<file path="config.mk">
export PLATFORM = sky130hd
export DESIGN_NAME = axi_rd_arbiter_flat
export DESIGN_NICKNAME = d
export VERILOG_FILES = /design/src/rtl/axi_rd_arbiter_pkg.sv /design/src/rtl/axi_rd_arbiter_if.sv /design/src/rtl/axi_rd_arbiter_rr_arb2.sv /design/src/rtl/axi_rd_arbiter.sv /design/src/flat_wrapper.sv
export SDC_FILE = /design/constraint.sdc
export NUM_CORES = 1
export LEC_CHECK = 0
export CORE_MARGIN = 4
export CORE_UTILIZATION = 28
export CTS_CLUSTER_SIZE = 16
export DETAILED_ROUTE_END_ITERATION = 12
export PLACE_DENSITY = 0.83
export SYNTH_ARGS = -nofsm -noshare
export SYNTH_HDL_FRONTEND = slang
export SYNTH_SLANG_ARGS = --single-unit
</file>
<file path="constraint.sdc">
create_clock -name clk -period 2.5 [get_ports clk]
set_clock_uncertainty 0.15 [all_clocks]
set_input_delay 0.25 -clock clk [delete_from_list [all_inputs] [get_ports clk]]
set_output_delay 0.25 -clock clk [all_outputs]
set_load 0.01 [all_outputs]
</file>
<file path="src/rtl/axi_rd_arbiter_pkg.sv">
// Shared encodings for the two-master AXI-lite read arbiter.
package axi_rd_arbiter_pkg;

    localparam int RESP_W = 3;

    localparam logic [RESP_W-1:0] RESP_OKAY  = 3'b000;
    localparam logic [RESP_W-1:0] RESP_TOERR = 3'b011;

    typedef enum logic [2:0] {
        S_IDLE  = 3'd0,
        S_ADDR  = 3'd1,
        S_DATA  = 3'd2,
        S_TOERR = 3'd3,
        S_DRAIN = 3'd4
    } state_t;

    localparam logic OWN_IFU = 1'b0;
    localparam logic OWN_LSU = 1'b1;

endpackage

</file>
<file path="src/rtl/axi_rd_arbiter_if.sv">
// AXI-lite read channel bundle (address + data phases) shared by IFU, LSU and SRAM.
interface axi_rd_arbiter_if
    import axi_rd_arbiter_pkg::*;
#(
    parameter int DATA_LEN = 32
);
    logic                arvalid;
    logic                arready;
    logic [DATA_LEN-1:0] raddr;
    logic                rvalid;
    logic                rready;
    logic [RESP_W-1:0]   rresp;
    logic [DATA_LEN-1:0] rdata;

    // Side that issues reads
    modport master (
        output arvalid, raddr, rready,
        input  arready, rvalid, rresp, rdata
    );

    // Side that services reads
    modport slave (
        input  arvalid, raddr, rready,
        output arready, rvalid, rresp, rdata
    );
endinterface

</file>
<file path="src/rtl/axi_rd_arbiter_rr_arb2.sv">
// Two-way round-robin picker: remembers the last granted master and favours
// the other one when both request.
module axi_rd_arbiter_rr_arb2
    import axi_rd_arbiter_pkg::*;
(
    input  logic clk,
    input  logic rst_n,
    input  logic i_req_ifu,
    input  logic i_req_lsu,
    input  logic i_gnt_en,
    input  logic i_gnt_own,
    output logic o_pick,
    output logic o_any
);
    logic r_last;

    // Last-grant pointer; starts at LSU so IFU wins the first tie
    always_ff @(posedge clk or negedge rst_n) begin
        if (!rst_n) begin
            r_last <= OWN_LSU;
        end else if (i_gnt_en) begin
            r_last <= i_gnt_own;
        end
    end

    // Sole requester wins; on a tie the master not granted last wins
    always_comb begin
        o_any = i_req_ifu | i_req_lsu;
        if (i_req_ifu && i_req_lsu) begin
            o_pick = ~r_last;
        end else if (i_req_lsu) begin
            o_pick = OWN_LSU;
        end else begin
            o_pick = OWN_IFU;
        end
    end
endmodule

</file>
<file path="src/rtl/axi_rd_arbiter.sv">
// Single-outstanding read arbiter between IFU/LSU and the shared SRAM read
// port, with a data-phase timeout that answers with an error and then drains
// the late slave beat.
module axi_rd_arbiter
    import axi_rd_arbiter_pkg::*;
#(
    parameter int DATA_LEN = 32,
    parameter int TIMEOUT  = 255,
    parameter int TO_W     = 8
) (
    input  logic             clk,
    input  logic             rst_n,
    axi_rd_arbiter_if.slave  ifu,
    axi_rd_arbiter_if.slave  lsu,
    axi_rd_arbiter_if.master sram
);
    localparam logic [TO_W-1:0] CNT_MAX = TO_W'(TIMEOUT);

    state_t              r_state;
    state_t              w_state_nxt;
    logic                r_owner;
    logic                w_owner_nxt;
    logic [TO_W-1:0]     r_cnt;
    logic [TO_W-1:0]     w_cnt_nxt;
    logic                w_pick;
    logic                w_any;
    logic                w_gnt_en;
    logic                w_own_arvalid;
    logic                w_own_rready;
    logic [DATA_LEN-1:0] w_own_raddr;

    assign w_own_arvalid = (r_owner == OWN_LSU) ? lsu.arvalid : ifu.arvalid;
    assign w_own_rready  = (r_owner == OWN_LSU) ? lsu.rready  : ifu.rready;
    assign w_own_raddr   = (r_owner == OWN_LSU) ? lsu.raddr   : ifu.raddr;
    assign w_gnt_en      = (r_state == S_ADDR) && w_own_arvalid && sram.arready;

    axi_rd_arbiter_rr_arb2 u_rr_arb2 (
        .clk       (clk),
        .rst_n     (rst_n),
        .i_req_ifu (ifu.arvalid),
        .i_req_lsu (lsu.arvalid),
        .i_gnt_en  (w_gnt_en),
        .i_gnt_own (r_owner),
        .o_pick    (w_pick),
        .o_any     (w_any)
    );

    // State, owner and data-phase counter registers
    always_ff @(posedge clk or negedge rst_n) begin
        if (!rst_n) begin
            r_state <= S_IDLE;
            r_owner <= OWN_IFU;
            r_cnt   <= '0;
        end else begin
            r_state <= w_state_nxt;
            r_owner <= w_owner_nxt;
            r_cnt   <= w_cnt_nxt;
        end
    end

    // Next-state logic; a beat arriving on the expiry cycle takes priority over the timeout
    always_comb begin
        w_state_nxt = r_state;
        w_owner_nxt = r_owner;
        w_cnt_nxt   = r_cnt;
        case (r_state)
            S_IDLE: begin
                if (w_any) begin
                    w_owner_nxt = w_pick;
                    w_state_nxt = S_ADDR;
                end
            end
            S_ADDR: begin
                if (w_gnt_en) begin
                    w_state_nxt = S_DATA;
                    w_cnt_nxt   = '0;
                end else if (!w_own_arvalid) begin
                    w_state_nxt = S_IDLE;
                end
            end
            S_DATA: begin
                if (sram.rvalid) begin
                    if (w_own_rready) begin
                        w_state_nxt = S_IDLE;
                    end
                end else if (r_cnt == CNT_MAX) begin
                    w_state_nxt = S_TOERR;
                end else begin
                    w_cnt_nxt = r_cnt + TO_W'(1);
                end
            end
            S_TOERR: begin
                if (w_own_rready) begin
                    w_state_nxt = S_DRAIN;
                end
            end
            S_DRAIN: begin
                if (sram.rvalid) begin
                    w_state_nxt = S_IDLE;
                end
            end
            default: w_state_nxt = S_IDLE;
        endcase
    end

    // Bus outputs decoded from state and owner; non-owner always sees idle values
    always_comb begin
        ifu.arready  = 1'b0;
        ifu.rvalid   = 1'b0;
        ifu.rresp    = RESP_OKAY;
        ifu.rdata    = '0;
        lsu.arready  = 1'b0;
        lsu.rvalid   = 1'b0;
        lsu.rresp    = RESP_OKAY;
        lsu.rdata    = '0;
        sram.arvalid = 1'b0;
        sram.raddr   = '0;
        sram.rready  = 1'b0;
        case (r_state)
            S_ADDR: begin
                sram.arvalid = w_own_arvalid;
                sram.raddr   = w_own_raddr;
                if (r_owner == OWN_LSU) lsu.arready = sram.arready;
                else                    ifu.arready = sram.arready;
            end
            S_DATA: begin
                sram.rready = w_own_rready;
                if (r_owner == OWN_LSU) begin
                    lsu.rvalid = sram.rvalid;
                    lsu.rresp  = sram.rresp;
                    lsu.rdata  = sram.rdata;
                end else begin
                    ifu.rvalid = sram.rvalid;
                    ifu.rresp  = sram.rresp;
                    ifu.rdata  = sram.rdata;
                end
            end
            S_TOERR: begin
                if (r_owner == OWN_LSU) begin
                    lsu.rvalid = 1'b1;
                    lsu.rresp  = RESP_TOERR;
                end else begin
                    ifu.rvalid = 1'b1;
                    ifu.rresp  = RESP_TOERR;
                end
            end
            S_DRAIN: begin
                sram.rready = 1'b1;
            end
            default: ;
        endcase
    end
endmodule

</file>
<file path="src/flat_wrapper.sv">
// flat-port wrapper written by rule: the top's interface ports become plain ports
module axi_rd_arbiter_flat import axi_rd_arbiter_pkg::*;
#(
    parameter int DATA_LEN = 32,
    parameter int TIMEOUT  = 255,
    parameter int TO_W     = 8
)
  (clk, rst_n, ifu_arvalid, ifu_raddr, ifu_rready, ifu_arready, ifu_rvalid, ifu_rresp, ifu_rdata, lsu_arvalid, lsu_raddr, lsu_rready, lsu_arready, lsu_rvalid, lsu_rresp, lsu_rdata, sram_arvalid, sram_raddr, sram_rready, sram_arready, sram_rvalid, sram_rresp, sram_rdata);
  axi_rd_arbiter_if #(.DATA_LEN(DATA_LEN)) ifu_i ();
  axi_rd_arbiter_if #(.DATA_LEN(DATA_LEN)) lsu_i ();
  axi_rd_arbiter_if #(.DATA_LEN(DATA_LEN)) sram_i ();
  input  logic clk;
  input  logic rst_n;
  input wire logic [$bits(ifu_i.arvalid)-1:0] ifu_arvalid;
  input wire logic [$bits(ifu_i.raddr)-1:0] ifu_raddr;
  input wire logic [$bits(ifu_i.rready)-1:0] ifu_rready;
  output wire logic [$bits(ifu_i.arready)-1:0] ifu_arready;
  output wire logic [$bits(ifu_i.rvalid)-1:0] ifu_rvalid;
  output wire logic [$bits(ifu_i.rresp)-1:0] ifu_rresp;
  output wire logic [$bits(ifu_i.rdata)-1:0] ifu_rdata;
  input wire logic [$bits(lsu_i.arvalid)-1:0] lsu_arvalid;
  input wire logic [$bits(lsu_i.raddr)-1:0] lsu_raddr;
  input wire logic [$bits(lsu_i.rready)-1:0] lsu_rready;
  output wire logic [$bits(lsu_i.arready)-1:0] lsu_arready;
  output wire logic [$bits(lsu_i.rvalid)-1:0] lsu_rvalid;
  output wire logic [$bits(lsu_i.rresp)-1:0] lsu_rresp;
  output wire logic [$bits(lsu_i.rdata)-1:0] lsu_rdata;
  output wire logic [$bits(sram_i.arvalid)-1:0] sram_arvalid;
  output wire logic [$bits(sram_i.raddr)-1:0] sram_raddr;
  output wire logic [$bits(sram_i.rready)-1:0] sram_rready;
  input wire logic [$bits(sram_i.arready)-1:0] sram_arready;
  input wire logic [$bits(sram_i.rvalid)-1:0] sram_rvalid;
  input wire logic [$bits(sram_i.rresp)-1:0] sram_rresp;
  input wire logic [$bits(sram_i.rdata)-1:0] sram_rdata;
  assign ifu_i.arvalid = ifu_arvalid;
  assign ifu_i.raddr = ifu_raddr;
  assign ifu_i.rready = ifu_rready;
  assign ifu_arready = ifu_i.arready;
  assign ifu_rvalid = ifu_i.rvalid;
  assign ifu_rresp = ifu_i.rresp;
  assign ifu_rdata = ifu_i.rdata;
  assign lsu_i.arvalid = lsu_arvalid;
  assign lsu_i.raddr = lsu_raddr;
  assign lsu_i.rready = lsu_rready;
  assign lsu_arready = lsu_i.arready;
  assign lsu_rvalid = lsu_i.rvalid;
  assign lsu_rresp = lsu_i.rresp;
  assign lsu_rdata = lsu_i.rdata;
  assign sram_arvalid = sram_i.arvalid;
  assign sram_raddr = sram_i.raddr;
  assign sram_rready = sram_i.rready;
  assign sram_i.arready = sram_arready;
  assign sram_i.rvalid = sram_rvalid;
  assign sram_i.rresp = sram_rresp;
  assign sram_i.rdata = sram_rdata;
  axi_rd_arbiter #(.DATA_LEN(DATA_LEN), .TIMEOUT(TIMEOUT), .TO_W(TO_W)) u_core (.clk(clk), .rst_n(rst_n), .ifu(ifu_i), .lsu(lsu_i), .sram(sram_i));
endmodule
</file>
=== Yosys cells after proc, flatten, opt, wreduce, memory -nomap -nowiden ===
Index checks and enable logic that the tools add are counted.

* Reductions and logical operators: 8
* Bitwise logic cells: 2
* Muxes and demuxes: 41
* Add/subtract/negate cells: 1
* Equality and inequality tests: 14

{| class="wikitable"
|+ Operators with widths
! operator !! count
|-
| two-way mux 32 bit || 6
|-
| two-way mux 3 bit || 10
|-
| two-way mux 8 bit || 3
|-
| one-hot mux 8 bit (2 select lines) || 1
|-
| one-hot mux 3 bit (5 select lines) || 1
|-
| two-way mux 1 bit || 13
|-
| one-hot mux 3 bit (2 select lines) || 2
|-
| inequality test 2 bit, second input constant || 5
|-
| adder 8 x 1 -> 8 bit, second input constant || 1
|-
| equality test 8 bit, second input constant || 1
|-
| equality test 3 x 2 -> 1 bit, second input constant || 2
|-
| inequality test 3 x 2 -> 1 bit, second input constant || 2
|-
| one-hot mux 1 bit (2 select lines) || 3
|-
| AND reduction 6 bit || 1
|-
| two-way mux 2 bit || 2
|-
| AND reduction 4 bit || 1
|-
| equality test 3 x 1 -> 1 bit, second input constant || 1
|-
| equality test 3 bit, second input constant || 1
|-
| logical AND 1 bit || 3
|-
| logical NOT 3 bit || 1
|-
| inequality test 3 bit, second input constant || 1
|-
| inequality test 2 x 1 -> 1 bit, second input constant || 1
|-
| AND reduction 2 bit || 1
|-
| nonzero test 2 bit || 1
|-
| 2 further kinds || 2
|}

* Flip-flop bits (word level): 13
* Bits of input ports: 107

=== Depth between registers and ports, before layout ===
Gate-level depths: netlist (run 1).

* Word-level depth: 5
* Depth in mapped cells: 7
* Gate-level depth less buffers: 5

=== Hierarchy ===
Synthesis (run 1) repeated with hierarchy kept, for this count alone.

* Cell total of the unflattened synthesis: 247
* Area total of the unflattened synthesis: 1826.8 um2

{| class="wikitable"
|+ Modules (own cells, without submodules)
! module !! cells each !! seq. area each (um2) !! instances !! area each (um2)
|-
| axi_rd_arbiter || 243 || 300.3 || 1 || 1771.7
|-
| axi_rd_arbiter_rr_arb2 || 4 || 26.3 || 1 || 55.1
|}

=== Worst setup path after synthesis (run 1) ===
Ideal clock, no wire load.

* Path kind: reg2out
* From: register u_core.r_state[2]
* To: output ifu_rdata[31]
* Path slack: 647 ps
* Cell stages (with the launch flop): 8
* Path buffers: 3
* Data required time: 2100 ps
* Arrival: 1453 ps
* Path through: dfrtp_1 nand2b_1 clkbuf_1 nor2_1 clkbuf_1 buf_2 nand2_1 nor2_1

* Cells in the longest elaborated chain, start to end: 2

{| class="wikitable"
|+ RTL lines
! what !! RTL line !! source
|-
| start, declared || axi_rd_arbiter.sv:19 || <nowiki>state_t r_state;</nowiki>
|-
| start signal, assigned || axi_rd_arbiter.sv:55 || <nowiki>r_state <= w_state_nxt;</nowiki>
|-
| equality test 3 x 2 -> 1 bit || axi_rd_arbiter.sv:119 || <nowiki>case (r_state)</nowiki>
|-
| two-way mux 32 bit || axi_rd_arbiter.sv:119 ||
|-
| end, declared || flat_wrapper.sv:20 || <nowiki>output wire logic [$bits(ifu_i.rdata)-1:0] ifu_rdata;</nowiki>
|}

Every way passes these cells.

=== Final worst setup path (run 1) ===
* From: register u_core.r_state[1]
* To: output sram_raddr[14]

* Cells in the longest elaborated chain, start to end: 2

{| class="wikitable"
|+ RTL lines
! what !! RTL line !! source
|-
| equality test 3 x 1 -> 1 bit || axi_rd_arbiter.sv:119 ||
|-
| two-way mux 32 bit || axi_rd_arbiter.sv:119 ||
|-
| end, declared || flat_wrapper.sv:29 || <nowiki>output wire logic [$bits(sram_i.raddr)-1:0] sram_raddr;</nowiki>
|}

Every way passes these cells.

==> impl_summary.log, run 1 <==
[metrics] class of the tightest hold or removal check: in -> async
[metrics] maximum clock path buffer count: 2
[metrics] count of fill cells added during filler insertion: 550
[metrics] Sw Pwr: 1320 uW
[metrics] total number of yosys warnings: 0
[metrics] Clock Pin Slew Worst Setup and Hold Paths: 0.05 ns
[metrics] Setup Crit Path Kind: reg -> out
[metrics] maximum number of pins on one net before global-route repair: 35
[metrics] maximum capacitance violations: 0
[metrics] Inserted Diodes: 0
[metrics] most instantiated cells after synthesis: 47 x nor2_1, 37 x and3_1, 33 x mux2i_1, 32 x and2_1, 16 x clkbuf_1
[metrics] Worst EP arrival: 2.01 ns
[metrics] RD Place Congestion: between 0.8 and 0.9
[metrics] post-place instance area: roughly 4000 sq um
[metrics] starting density of the core: 0.289
[metrics] clock buffers created by TritonCTS: 3
[metrics] die width: 89.2 microns
[metrics] element type at the critical path start: flop
[metrics] sequential cell area: 332 sq um
[metrics] combinational group share of total power: 0.805
[metrics] area enclosed by the die boundary: 7950 sq um
[metrics] maximum single-stage delay on the critical path: 0.57 ns
[metrics] slowest stage cell on the critical path: clkdlybuf4s50_1
[metrics] total routing resource utilization after global routing: 0.197
[metrics] crit-path cells: or3b_1 > buf_6 > nor2_1 > clkdlybuf4s50_1
[metrics] wire per inst: 16.4 microns
[metrics] net count after synthesis: 365
[metrics] Nets: between 500 and 600
[metrics] area share of the largest cell type after synthesis: 0.179
[metrics] final max-slew violation count: 0
[metrics] # clock sinks: 13
[metrics] cell depth of the worst flop-to-flop path: 5
[metrics] number of synthesized flops with an enable pin: 0
[metrics] result of the run: complete, no violations
[metrics] via count normalized by instance count: 4.87
[metrics] internal power summed over all cells: 1740 uW
[metrics] Peak VDD IR: 444 uV
[metrics] count of unresolved DRC violations after routing: 0
[metrics] area overhead of the layout relative to synthesis: 125%
[metrics] transition time of the tightest slew-check pin: 0.603 ns
[metrics] most frequently used cell type in the post-synthesis netlist: nor2_1
[metrics] IO buf count: 214
[metrics] critical path's top delay family: buffers and inverters
[metrics] Sw Ratio: 0.432
[metrics] top-level I/O count: 215
[metrics] endpoint type of the worst setup path: output pin
[metrics] wire length of the first global-routing pass: 12300 microns
[metrics] number of nets with antenna violations after detailed routing: 0
[metrics] row count: 29
[metrics] initial DRC count: 71
[metrics] worst endpoint required time: 2.10 ns
[metrics] commonest register cell after synthesis: dfrtp_1
[metrics] leakage power: around 0.0018 uW
[metrics] top achievable clock speed: around 410 MHz
[metrics] Core Util, Final: 0.651
[metrics] hold buffers post-CTS: 0
[metrics] share of synthesized area occupied by flip-flops and latches: 0.177
[metrics] HPWL after DPL: 7690 microns
[metrics] area of the core: about 6400 sq um
[metrics] leftover overflow at the end of global routing: 0
[metrics] clock latency at the later pin of the worst-skew pair: 0.24 ns
[metrics] final design area excluding fillers: approximately 4200 sq um
[metrics] count of final setup violators: 0
[metrics] distinct cell type count after synthesis: between 40 and 50
[metrics] power per unit of standard cell area: between 700 and 800 nW/um^2
[metrics] vias in the first global route: 2600
[metrics] unrepaired setup endpoints after global routing: true
[metrics] largest area contributor in the netlist: mux2i_1
[metrics] part of the cycle the worst path needs: 0.964
[metrics] area taken by multi-input logic gates: 1400 sq um
[metrics] sequential cell fraction of total power: 0.135
[metrics] number of antenna violations at the first check in global routing: 0
[metrics] dominant cells by area after synthesis: mux2i_1 18%, dfrtp_1 16%, and3_1 13%
[metrics] Avg Inst Size Synth: 7.18 sq um
[metrics] Die H: 89.2 microns
[metrics] Synth Instances: 257
[metrics] Register-to-Register Setup Slack: 0.46 ns
[metrics] Post CTS Setup Buffer Count: 0
[metrics] async set-or-reset flop fraction in the synthesized netlist: 1.00
[metrics] H-tree levels: 1
[metrics] final period demand of the worst path: 2.41 ns
[metrics] CP max FO: 34
[metrics] #FFs+latches synth: 13
[metrics] summed negative setup slack over all endpoints: 0 ns
[metrics] hold violation total from the final report: 0
[metrics] detailed-route via count: 2633
[metrics] Design Power: approximately 3000 uW
[metrics] layout cells sized above 1: 0.0647
[metrics] worst max-slew margin expressed relative to the limit: 0.597
[metrics] clock tree root buffer cell: clkbuf_8
[metrics] routed wire length: 8880 microns
[metrics] TritonCTS clock tree: yes
[metrics] total iterations of the first detailed-routing run: 4
[metrics] Buffers & Inverters on Critical Path: 2
[metrics] Reg-to-Reg Start: u_core.r_state[0]
[metrics] netlist area before placement: 1850 sq um
[metrics] proportion of power drawn by the clock network: 0.060
[metrics] end of the worst register-to-register path: u_core.r_cnt[7]
## worst max path at each step
stage                                  from               to  cells after the start  slack (ns)
after detailed placement        sram_rvalid  u_core.r_cnt[7]                      5        0.25
after global placement    u_core.r_state[0]   sram_raddr[14]                      4        0.27
final                     u_core.r_state[1]   sram_raddr[14]                      4        0.09
after global routing      u_core.r_state[1]      ifu_arready                      5      -0.006
after CTS                    u_core.r_owner    sram_raddr[6]                      4        0.02
after floorplan           u_core.r_state[2]    ifu_rdata[31]                      7        0.65
## per-stage QoR
step	worst slack [ns]	hold WS [ns]	cells
finish	0.0894	0.242	541
global route	-0.00569	0.301	541
CTS	0.0202	0.269	541
detailed placement	0.251	0.341	537
global placement	0.272	0.307	537
floorplan	0.647	-0.196	257
## sequential cells by signal, indices dropped and copies added (netlist names)
register / flops
u_core.u_rr_arb2.r_last: 1
u_core.r_cnt: 8
u_core.r_owner: 1
u_core.r_state: 3
## kinds of logic (layout without fill, tap and decap cells)
logic type,after synthesis,in the layout,share of synthesized area
AOI/OAI and AO/OA,24,24,0.0949
adders and majority gates,1,1,0.00678
buffers and inverters,27,234,0.0712
DFF,13,13,0.177
muxes,35,35,0.191
and+or+nand+nor,157,157,0.459
## area by class of cell
class	count	share of cell area
sequential	13	0.0798
multi-input combinational	217	0.336
tap	77	0.0232
clock buffer	4	0.0108
timing repair buffer	228	0.548
inverter	2	0.00181
## routing by layer
layer	global-route usage	wire length, microns	part of all wire	up-vias
li1	-	-	-	1314
met1	0.200	2970	0.33	1167
met2	0.378	4750	0.54	142
met3	0.0682	1010	0.11	10
met4	0.0514	149	0.017	0
met5	0	0	0	-
## placed cells by master (no fill, tap or decap), drive strengths merged, types with 5 or more instances in the layout
| master | netlist | layout |
|---|---|---|
| and2 | 32 | 32 |
| nor3 | 14 | 14 |
| and3 | 37 | 37 |
| nand3 | 5 | 5 |
| mux2i | 33 | 33 |
| dfrtp | 12 | 12 |
| nand2 | 11 | 11 |
| nor2 | 48 | 48 |
| clkdlybuf4s50 | 0 | 213 |
| a21oi | 6 | 6 |
| a31oi | 7 | 7 |
| buf | 9 | 14 |
## power by group through the flow
| stage | Combinational [uW] | Sequential (uW) | Clock (uW) |
|---|---|---|---|
| 3_3_place_gp | 2430 | 399 | 0 |
| 6_report | 2460 | 414 | 182 |
| 5_1_grt | 2660 | 433 | 204 |
| 3_5_place_dp | 2450 | 406 | 0 |
| 4_1_cts | 2460 | 406 | 188 |
| 2_1_floorplan | 1340 | 325 | 0 |
## timing repair
item / 4_1_cts / 5_1_grt
pin swaps: 0 / 0
endpoints found under the hold margin: 0 / 0
gates resized for setup: 1 / 7
setup endpoints to repair: 1 / 54
Note: power is estimated with default switching activity, not from simulation.
==> run 2, diff against run 1 <==
--- a/config.mk
+++ b/config.mk
@@ -5,11 +5,11 @@
 export SDC_FILE = /design/constraint.sdc
 export NUM_CORES = 1
 export LEC_CHECK = 0
-export CORE_MARGIN = 4
-export CORE_UTILIZATION = 28
+export CORE_AREA = 4 4 82 84
 export CTS_CLUSTER_SIZE = 16
 export DETAILED_ROUTE_END_ITERATION = 12
-export PLACE_DENSITY = 0.83
+export DIE_AREA = 0 0 86 88
+export DONT_BUFFER_PORTS = 1
 export SYNTH_ARGS = -nofsm -noshare
 export SYNTH_HDL_FRONTEND = slang
 export SYNTH_SLANG_ARGS = --single-unit
==> impl_summary.log, run 2 (same netlist as run 1, synthesis figures left out) <==
[metrics] result of the run: complete, no violations
[metrics] met3 Resource Use GR: 0.0254 (-0.0428)
[metrics] Post CTS Setup Buffer Count: 0 (unchanged)
[metrics] class of the tightest hold or removal check: in -> reg
[metrics] most utilized layer in the global route result: met2
[metrics] Buffers & Inverters on Critical Path: 1 (-1)
[metrics] endpoint type of the worst setup path: output pin
[metrics] area of the core: 5920 sq um (-7.3%)
[metrics] top flop regs: u_core.r_cnt (8), u_core.r_state (3)
[metrics] unrepaired setup endpoints after global routing: false
[metrics] vias in the first global route: 1594 (-39%)
[metrics] detailed-route via count: 1830 (-30%)
[metrics] routed wire length: 6200 microns (-30%)
[metrics] leading cell types in the layout, fill and taps excluded: 46 x nor2_1, 37 x and3_1, 33 x mux2i_1
[metrics] top achievable clock speed: 435 MHz (+4.9%)
[metrics] Inserted Diodes: 0 (unchanged)
[metrics] GR Layer Usage met2: 0.241 (-0.137)
[metrics] power per unit of standard cell area: 1050 nW/um^2 (+42%)
[metrics] Die H: 88 microns (-1.3%)
[metrics] leftover overflow at the end of global routing: 0 (unchanged)
[metrics] TritonCTS clock tree: yes
[metrics] crit-path cells: nand2b_1 > nor2_2 > buf_12 > and3_1
[metrics] wire length of the first global-routing pass: 8040 microns (-35%)
[metrics] Setup Crit Path Kind: reg -> out
[metrics] die width: 86 microns (-3.6%)
[metrics] count of fill cells added during filler insertion: 607 (+10%)
[metrics] slowest stage cell on the critical path: dfrtp_1
[metrics] layout cells sized above 1: 0.0898 (+0.0251)
[metrics] Nets: 354 (-38%)
[metrics] area enclosed by the die boundary: 7570 sq um (-4.9%)
[metrics] HPWL after DPL: 5330 microns (-31%)
[metrics] starting density of the core: 0.312 (+0.0227)
[metrics] maximum clock path buffer count: 2 (unchanged)
[metrics] count of unresolved DRC violations after routing: 0 (unchanged)
[metrics] area overhead of the layout relative to synthesis: 6.10%
[metrics] register containing the most flip-flops in the final layout: u_core.r_cnt
[metrics] count of final setup violators: 0 (unchanged)
[metrics] Worst EP arrival: 1.90 ns (-0.11 ns)
[metrics] wire per inst: 19.4 microns (+18%)
[metrics] via count normalized by instance count: 5.72 (+18%)
[metrics] maximum capacitance violations: 0 (unchanged)
[metrics] total iterations of the first detailed-routing run: 4 (unchanged)
[metrics] maximum number of pins on one net before global-route repair: 43 (+23%)
[metrics] hold violation total from the final report: 0 (unchanged)
[metrics] maximum single-stage delay on the critical path: 0.49 ns (-0.08 ns)
[metrics] number of flip-flops in the largest register: 8 (unchanged)
[metrics] Peak VDD IR: 414 uV (-6.8%)
[metrics] clock latency at the later pin of the worst-skew pair: 0.25 ns (about the same)
[metrics] IO buf count: 0 (-100%)
[metrics] final max-slew violation count: 0 (unchanged)
[metrics] Design Power: 2050 uW (-33%)
[metrics] critical path's top delay family: simple AND/OR/NAND/NOR gates
[metrics] transition time of the tightest slew-check pin: 0.630 ns (+0.0264 ns)
[metrics] leakage power: 0.000986 uW (-46%)
[metrics] Clock Pin Slew Worst Setup and Hold Paths: 0.06 ns (about the same)
[metrics] clock tree root buffer cell: clkbuf_8
[metrics] number of antenna violations at the first check in global routing: 0 (unchanged)
[metrics] worst endpoint required time: 2.10 ns (about the same)
[metrics] row count: 28 (-3.4%)
[metrics] final design area excluding fillers: 1960 sq um (-53%)
[metrics] top-level I/O count: 215 (unchanged)
[metrics] part of the cycle the worst path needs: 0.919 (-0.0449)
[metrics] summed negative setup slack over all endpoints: 0 ns (unchanged)
[metrics] initial DRC count: 75 (+5.6%)
[metrics] element type at the critical path start: flop
[metrics] clock buffers created by TritonCTS: 3 (unchanged)
[metrics] worst max-slew margin expressed relative to the limit: 0.579 (-0.0178)
[metrics] commonest non-fill, non-tap cell in the layout: nor2_1
[metrics] final period demand of the worst path: 2.30 ns (-0.112 ns)
[metrics] post-place instance area: 1900 sq um (-54%)
[metrics] CP max FO: 34 (unchanged)
[metrics] H-tree levels: 1 (unchanged)
[metrics] number of nets with antenna violations after detailed routing: 0 (unchanged)
[metrics] total routing resource utilization after global routing: 0.136 (-0.0608)
[metrics] Global Route met1 Usage: 0.167 (-0.0325)
[metrics] # clock sinks: 13 (unchanged)
[metrics] RD Place Congestion: 0.773 (-8.4%)
## run 2: timing repair
item / CTS / global route
hold endpoints to repair: 13 / 0
resized for setup: 0 / 1
setup endpoints to repair: 0 / 23
hold buffers: 1 / 0
## run 2: cell type report
class / instances / area [sq um] / area share
Inverter: 2 / 7.51 / 0.00383
Sequential cell: 13 / 328 / 0.167
Timing Repair Buffer: 9 / 82.6 / 0.0422
Clock buffer: 4 / 45.0 / 0.0230
Multi-Input combinational cell: 217 / 1400 / 0.716
Tap cell: 75 / 93.8 / 0.0479
## run 2: routing by layer
| layer | vias up | wire length [microns] |
|---|---|---|
| met1 | 809 | 2310 |
| met2 | 144 | 3180 |
| li1 | 872 | - |
| met3 | 5 | 664 |
| met5 | - | 0 |
| met4 | 0 | 51 |
## run 2: where the power goes
part	switching, uW	total (uW)	leakage, uW	internal (uW)
clock	81.5	194	0.0000228	113
sequential	103	385	0.000169	283
combinational	952	1470	0.000795	519
total	1140	2050	0.000986	915
## run 2: worst paths after layout
check,start,endpoint,slack (ns),depth (start not counted)
setup / recovery,u_core.r_state[2],lsu_rdata[5],0.20,4
hold / removal,lsu_arvalid,u_core.r_owner,0.01,1
max in group asynchronous,rst_n,u_core.r_owner,1.45,1
min in group asynchronous,rst_n,u_core.r_cnt[0],0.31,1
setup reg to reg,u_core.r_state[2],u_core.r_state[0],0.48,4
hold reg to reg,u_core.r_cnt[6],u_core.r_cnt[6],0.33,1
## run 2: worst reg2reg max path, cell delays in order, from the launching register on
cell,delay (ns)
dfrtp_1,0.49
nand2b_1,0.36
nor3_1,0.52
o21ai_1,0.11
a211oi_1,0.29
## run 2: per-stage QoR
stage               setup slack, ns  instances  hold WS, ns  utilization
CTS                           0.107        320       0.0105        0.330
global placement              0.482        315       -0.195        0.320
detailed placement            0.391        315       -0.195        0.320
floorplan                     0.647        257       -0.196            -
finish                        0.202        320       0.0108        0.331
global route                 0.0207        320       0.0152        0.331
==> run 3, diff against run 2 <==
--- a/config.mk
+++ b/config.mk
@@ -5,10 +5,11 @@
 export SDC_FILE = /design/constraint.sdc
 export NUM_CORES = 1
 export LEC_CHECK = 0
-export CORE_AREA = 4 4 82 84
+export ABC_AREA = 1
+export CORE_AREA = 4 4 81 83
 export CTS_CLUSTER_SIZE = 16
 export DETAILED_ROUTE_END_ITERATION = 12
-export DIE_AREA = 0 0 86 88
+export DIE_AREA = 0 0 85 87
 export DONT_BUFFER_PORTS = 1
 export SYNTH_ARGS = -nofsm -noshare
 export SYNTH_HDL_FRONTEND = slang
==> impl_summary.log, run 3 <==
[metrics] TritonCTS clock tree: yes
[metrics] area enclosed by the die boundary: 7400 sq um (-2.3%)
[metrics] number of flip-flops in the largest register: 8 (unchanged)
[metrics] row count: 28 (unchanged)
[metrics] net count after synthesis: 482 (+32%)
[metrics] result of the run: complete, no violations
[metrics] wire per inst: 16.8 microns (-13%)
[metrics] Avg Inst Size Synth: 5.40 sq um (-25%)
[metrics] vias in the first global route: 1780 (+12%)
[metrics] number of nets with antenna violations after detailed routing: 0 (unchanged)
[metrics] largest area contributor in the netlist: nand2_1
[metrics] element type at the critical path start: flop
[metrics] Nets: 474 (+34%)
[metrics] Clock Pin Slew Worst Setup and Hold Paths: 0.07 ns (about the same)
[metrics] multiplexer fraction of the synthesized cell area: 0 (-0.191)
[metrics] maximum number of pins on one net before global-route repair: 72 (+67%)
[metrics] top-level I/O count: 215 (unchanged)
[metrics] Adder-Cell Fraction of Synth Area: 0.00620 (-0.000580)
[metrics] compound-cell area share of the yosys netlist: 0.110 (+0.0154)
[metrics] via count normalized by instance count: 5.22 (-8.8%)
[metrics] Peak VDD IR: 492 uV (+19%)
[metrics] register containing the most flip-flops in the final layout: u_core.r_cnt
[metrics] number of synthesized flops with an enable pin: 0 (unchanged)
[metrics] CP max FO: 71 (+110%)
[metrics] endpoint type of the worst setup path: output pin
[metrics] area overhead of the layout relative to synthesis: 6.39%
[metrics] area taken by multi-input logic gates: 1350 sq um (-3.8%)
[metrics] count of final setup violators: 0 (unchanged)
[metrics] cell depth of the worst flop-to-flop path: 8 (+4)
[metrics] Setup Crit Path Kind: reg -> out
[metrics] distinct cell type count after synthesis: 27 (-34%)
[metrics] RD Place Congestion: 0.824 (+6.7%)
[metrics] routed wire length: 7410 microns (+19%)
[metrics] most instantiated cells after synthesis: 132 x nand2_1, 57 x nor3_1, 50 x inv_1, 38 x a21oi_1, 15 x nor2_1
[metrics] clock latency at the later pin of the worst-skew pair: 0.25 ns (about the same)
[metrics] final max-slew violation count: 0 (unchanged)
[metrics] area share of the largest cell type after synthesis: 0.246 (+0.0665)
[metrics] worst max-slew margin expressed relative to the limit: 0.518 (-0.0605)
[metrics] initial DRC count: 116 (+55%)
[metrics] xor-xnor portion of the synthesized cell area: 0.00868 (+0.00868)
[metrics] Min-Delay Startpoint: sram_arready
[metrics] total iterations of the first detailed-routing run: 4 (unchanged)
[metrics] HPWL after DPL: 6080 microns (+14%)
[metrics] share of synthesized area occupied by flip-flops and latches: 0.162 (-0.0151)
[metrics] combinational family with the most area after synthesis: simple AND/OR/NAND/NOR gates
[metrics] IO buf count: 0 (unchanged)
[metrics] die width: 85 microns (-1.2%)
[metrics] count of fill cells added during filler insertion: 638 (+5.1%)
[metrics] most frequently used cell type in the post-synthesis netlist: nand2_1
[metrics] commonest non-fill, non-tap cell in the layout: nand2_1
[metrics] count of unresolved DRC violations after routing: 0 (unchanged)
[metrics] number of antenna violations at the first check in global routing: 7 (+7)
[metrics] Synth Instances: 374 (+46%)
[metrics] layout cells sized above 1: 0.115 (+0.0253)
[metrics] area of the core: 5850 sq um (-1.2%)
[metrics] detailed-route via count: 2301 (+26%)
[metrics] total number of yosys warnings: 0 (unchanged)
[metrics] Worst EP arrival: 1.80 ns (-0.10 ns)
[metrics] Die H: 87 microns (-1.1%)
[metrics] clock buffers created by TritonCTS: 3 (unchanged)
[metrics] # clock sinks: 13 (unchanged)
[metrics] leading cell types in the layout, fill and taps excluded: 132 x nand2_1, 57 x nor3_1, 50 x inv_1
[metrics] beginning of the critical path: u_core.r_owner
[metrics] Design Power: 2250 uW (+9.8%)
[metrics] H-tree levels: 1 (unchanged)
[metrics] critical path capture point: lsu_rdata[31]
[metrics] async set-or-reset flop fraction in the synthesized netlist: 1.00 (unchanged)
[metrics] unrepaired setup endpoints after global routing: false
[metrics] summed negative setup slack over all endpoints: 0 ns (unchanged)
[metrics] worst endpoint required time: 2.10 ns (about the same)
[metrics] starting density of the core: 0.345 (+0.0332)
[metrics] total routing resource utilization after global routing: 0.169 (+0.0332)
[metrics] final period demand of the worst path: 2.20 ns (-0.0960 ns)
[metrics] end of the worst register-to-register path: u_core.r_state[1]
[metrics] Post CTS Setup Buffer Count: 0 (unchanged)
[metrics] part of the cycle the worst path needs: 0.881 (-0.0384)
[metrics] simple-gate area share of the yosys netlist: 0.542 (+0.0835)
[metrics] hold violation total from the final report: 0 (unchanged)
[metrics] Register-to-Register Setup Slack: 0.69 ns (+0.21 ns)
[metrics] Core Util, Final: 0.367 (+0.0363)
[metrics] maximum clock path buffer count: 2 (unchanged)
[metrics] transition time of the tightest slew-check pin: 0.723 ns (+0.0928 ns)
[metrics] leftover overflow at the end of global routing: 0 (unchanged)
[metrics] Reg-to-Reg Start: u_core.r_owner
[metrics] top flop regs: u_core.r_cnt (8), u_core.r_state (3)
[metrics] commonest register cell after synthesis: dfrtp_1
[metrics] clock tree root buffer cell: clkbuf_8
[metrics] class of the tightest hold or removal check: in -> reg
[metrics] wire length of the first global-routing pass: 9990 microns (+24%)
[metrics] netlist area before placement: 2020 sq um (+9.4%)
[metrics] #FFs+latches synth: 13 (unchanged)
[metrics] leakage power: 0.00108 uW (+10%)
[metrics] sequential cell area: 328 sq um (unchanged)
[metrics] top achievable clock speed: 454 MHz (+4.4%)
[metrics] power per unit of standard cell area: 1050 nW/um^2 (+0.17%)
[metrics] maximum capacitance violations: 0 (unchanged)
[metrics] dominant cells by area after synthesis: nand2_1 25%, dfrtp_1 15%, nor3_1 14%
-- run 3: cell types whose count changed in the layout (fill, tap and decap cells not counted), sizes merged, moves of 3 or more --
cell / before / now
mux2i: 33 / 0
nand2: 11 / 135
a31oi: 7 / 0
o21ai: 2 / 5
and2: 32 / 0
inv: 2 / 54
nor3: 14 / 67
and3: 37 / 0
nand3: 5 / 11
nor2: 48 / 19
a21oi: 6 / 38
buf: 8 / 11
-- run 3: how the worst min path moves through the flow --
stage | end | slack, ns | depth (start not counted)
floorplan | u_core.r_cnt[0] | -0.20 | 0
global placement | u_core.r_cnt[0] | -0.20 | 0
detailed placement | u_core.r_cnt[0] | -0.20 | 0
CTS | u_core.u_rr_arb2.r_last | 0.02 | 2
global route | u_core.u_rr_arb2.r_last | 0.03 | 2
finish | u_core.u_rr_arb2.r_last | 0.01 | 2
-- run 3: where the power goes --
group / switching [uW] / leakage [uW] / internal (uW)
Combinational: 1300 / 0.000890 / 423
Sequential: 69.3 / 0.000172 / 260
Clock: 86.8 / 0.0000228 / 113
Total: 1460 / 0.00108 / 796
-- run 3: per-stage QoR --
stage | std cells | cell area (sq um) | setup WS [ns] | hold WS (ns)
floorplan | 374 | 2020 | 0.921 | -0.196
global placement | 434 | 2080 | 0.648 | -0.195
detailed placement | 434 | 2080 | 0.594 | -0.195
CTS | 440 | 2140 | 0.324 | 0.0229
global route | 440 | 2140 | 0.173 | 0.0316
finish | 441 | 2150 | 0.298 | 0.0146
-- run 3: final cells by class --
type,count,share of cell area
sequential,13,0.153
tap,75,0.0437
inverter,54,0.0944
clock buffer,4,0.0210
timing repair buffer,13,0.0594
antenna,1,0.00117
multi-input combinational,281,0.628
-- run 3: critical path: stages (launching register included) --
cell	delay, ns
dfrtp_2	0.36
buf_4	0.54
nand2_1	0.20
nor3_1	0.38
-- run 3: what timing repair did --
| item | 4_1_cts | 5_1_grt |
|---|---|---|
| gates resized for setup | 0 | 0 |
| endpoints found under the hold margin | 14 | 0 |
| hold buffers | 2 | 0 |
-- run 3: logic make-up after synthesis --
kind of cell | count (synthesis)
AOI/OAI and AO/OA | 43
buffers and inverters | 80
and+or+nand+nor | 235
xor gates and xnor gates | 2
DFF | 13
adders and majority gates | 1
-- run 3: metal layers --
layer | track usage | routed length (microns)
met1 | 0.209 | 2840
met2 | 0.253 | 3290
met3 | 0.117 | 1150
met4 | 0.0115 | 25
met5 | 0 | 105
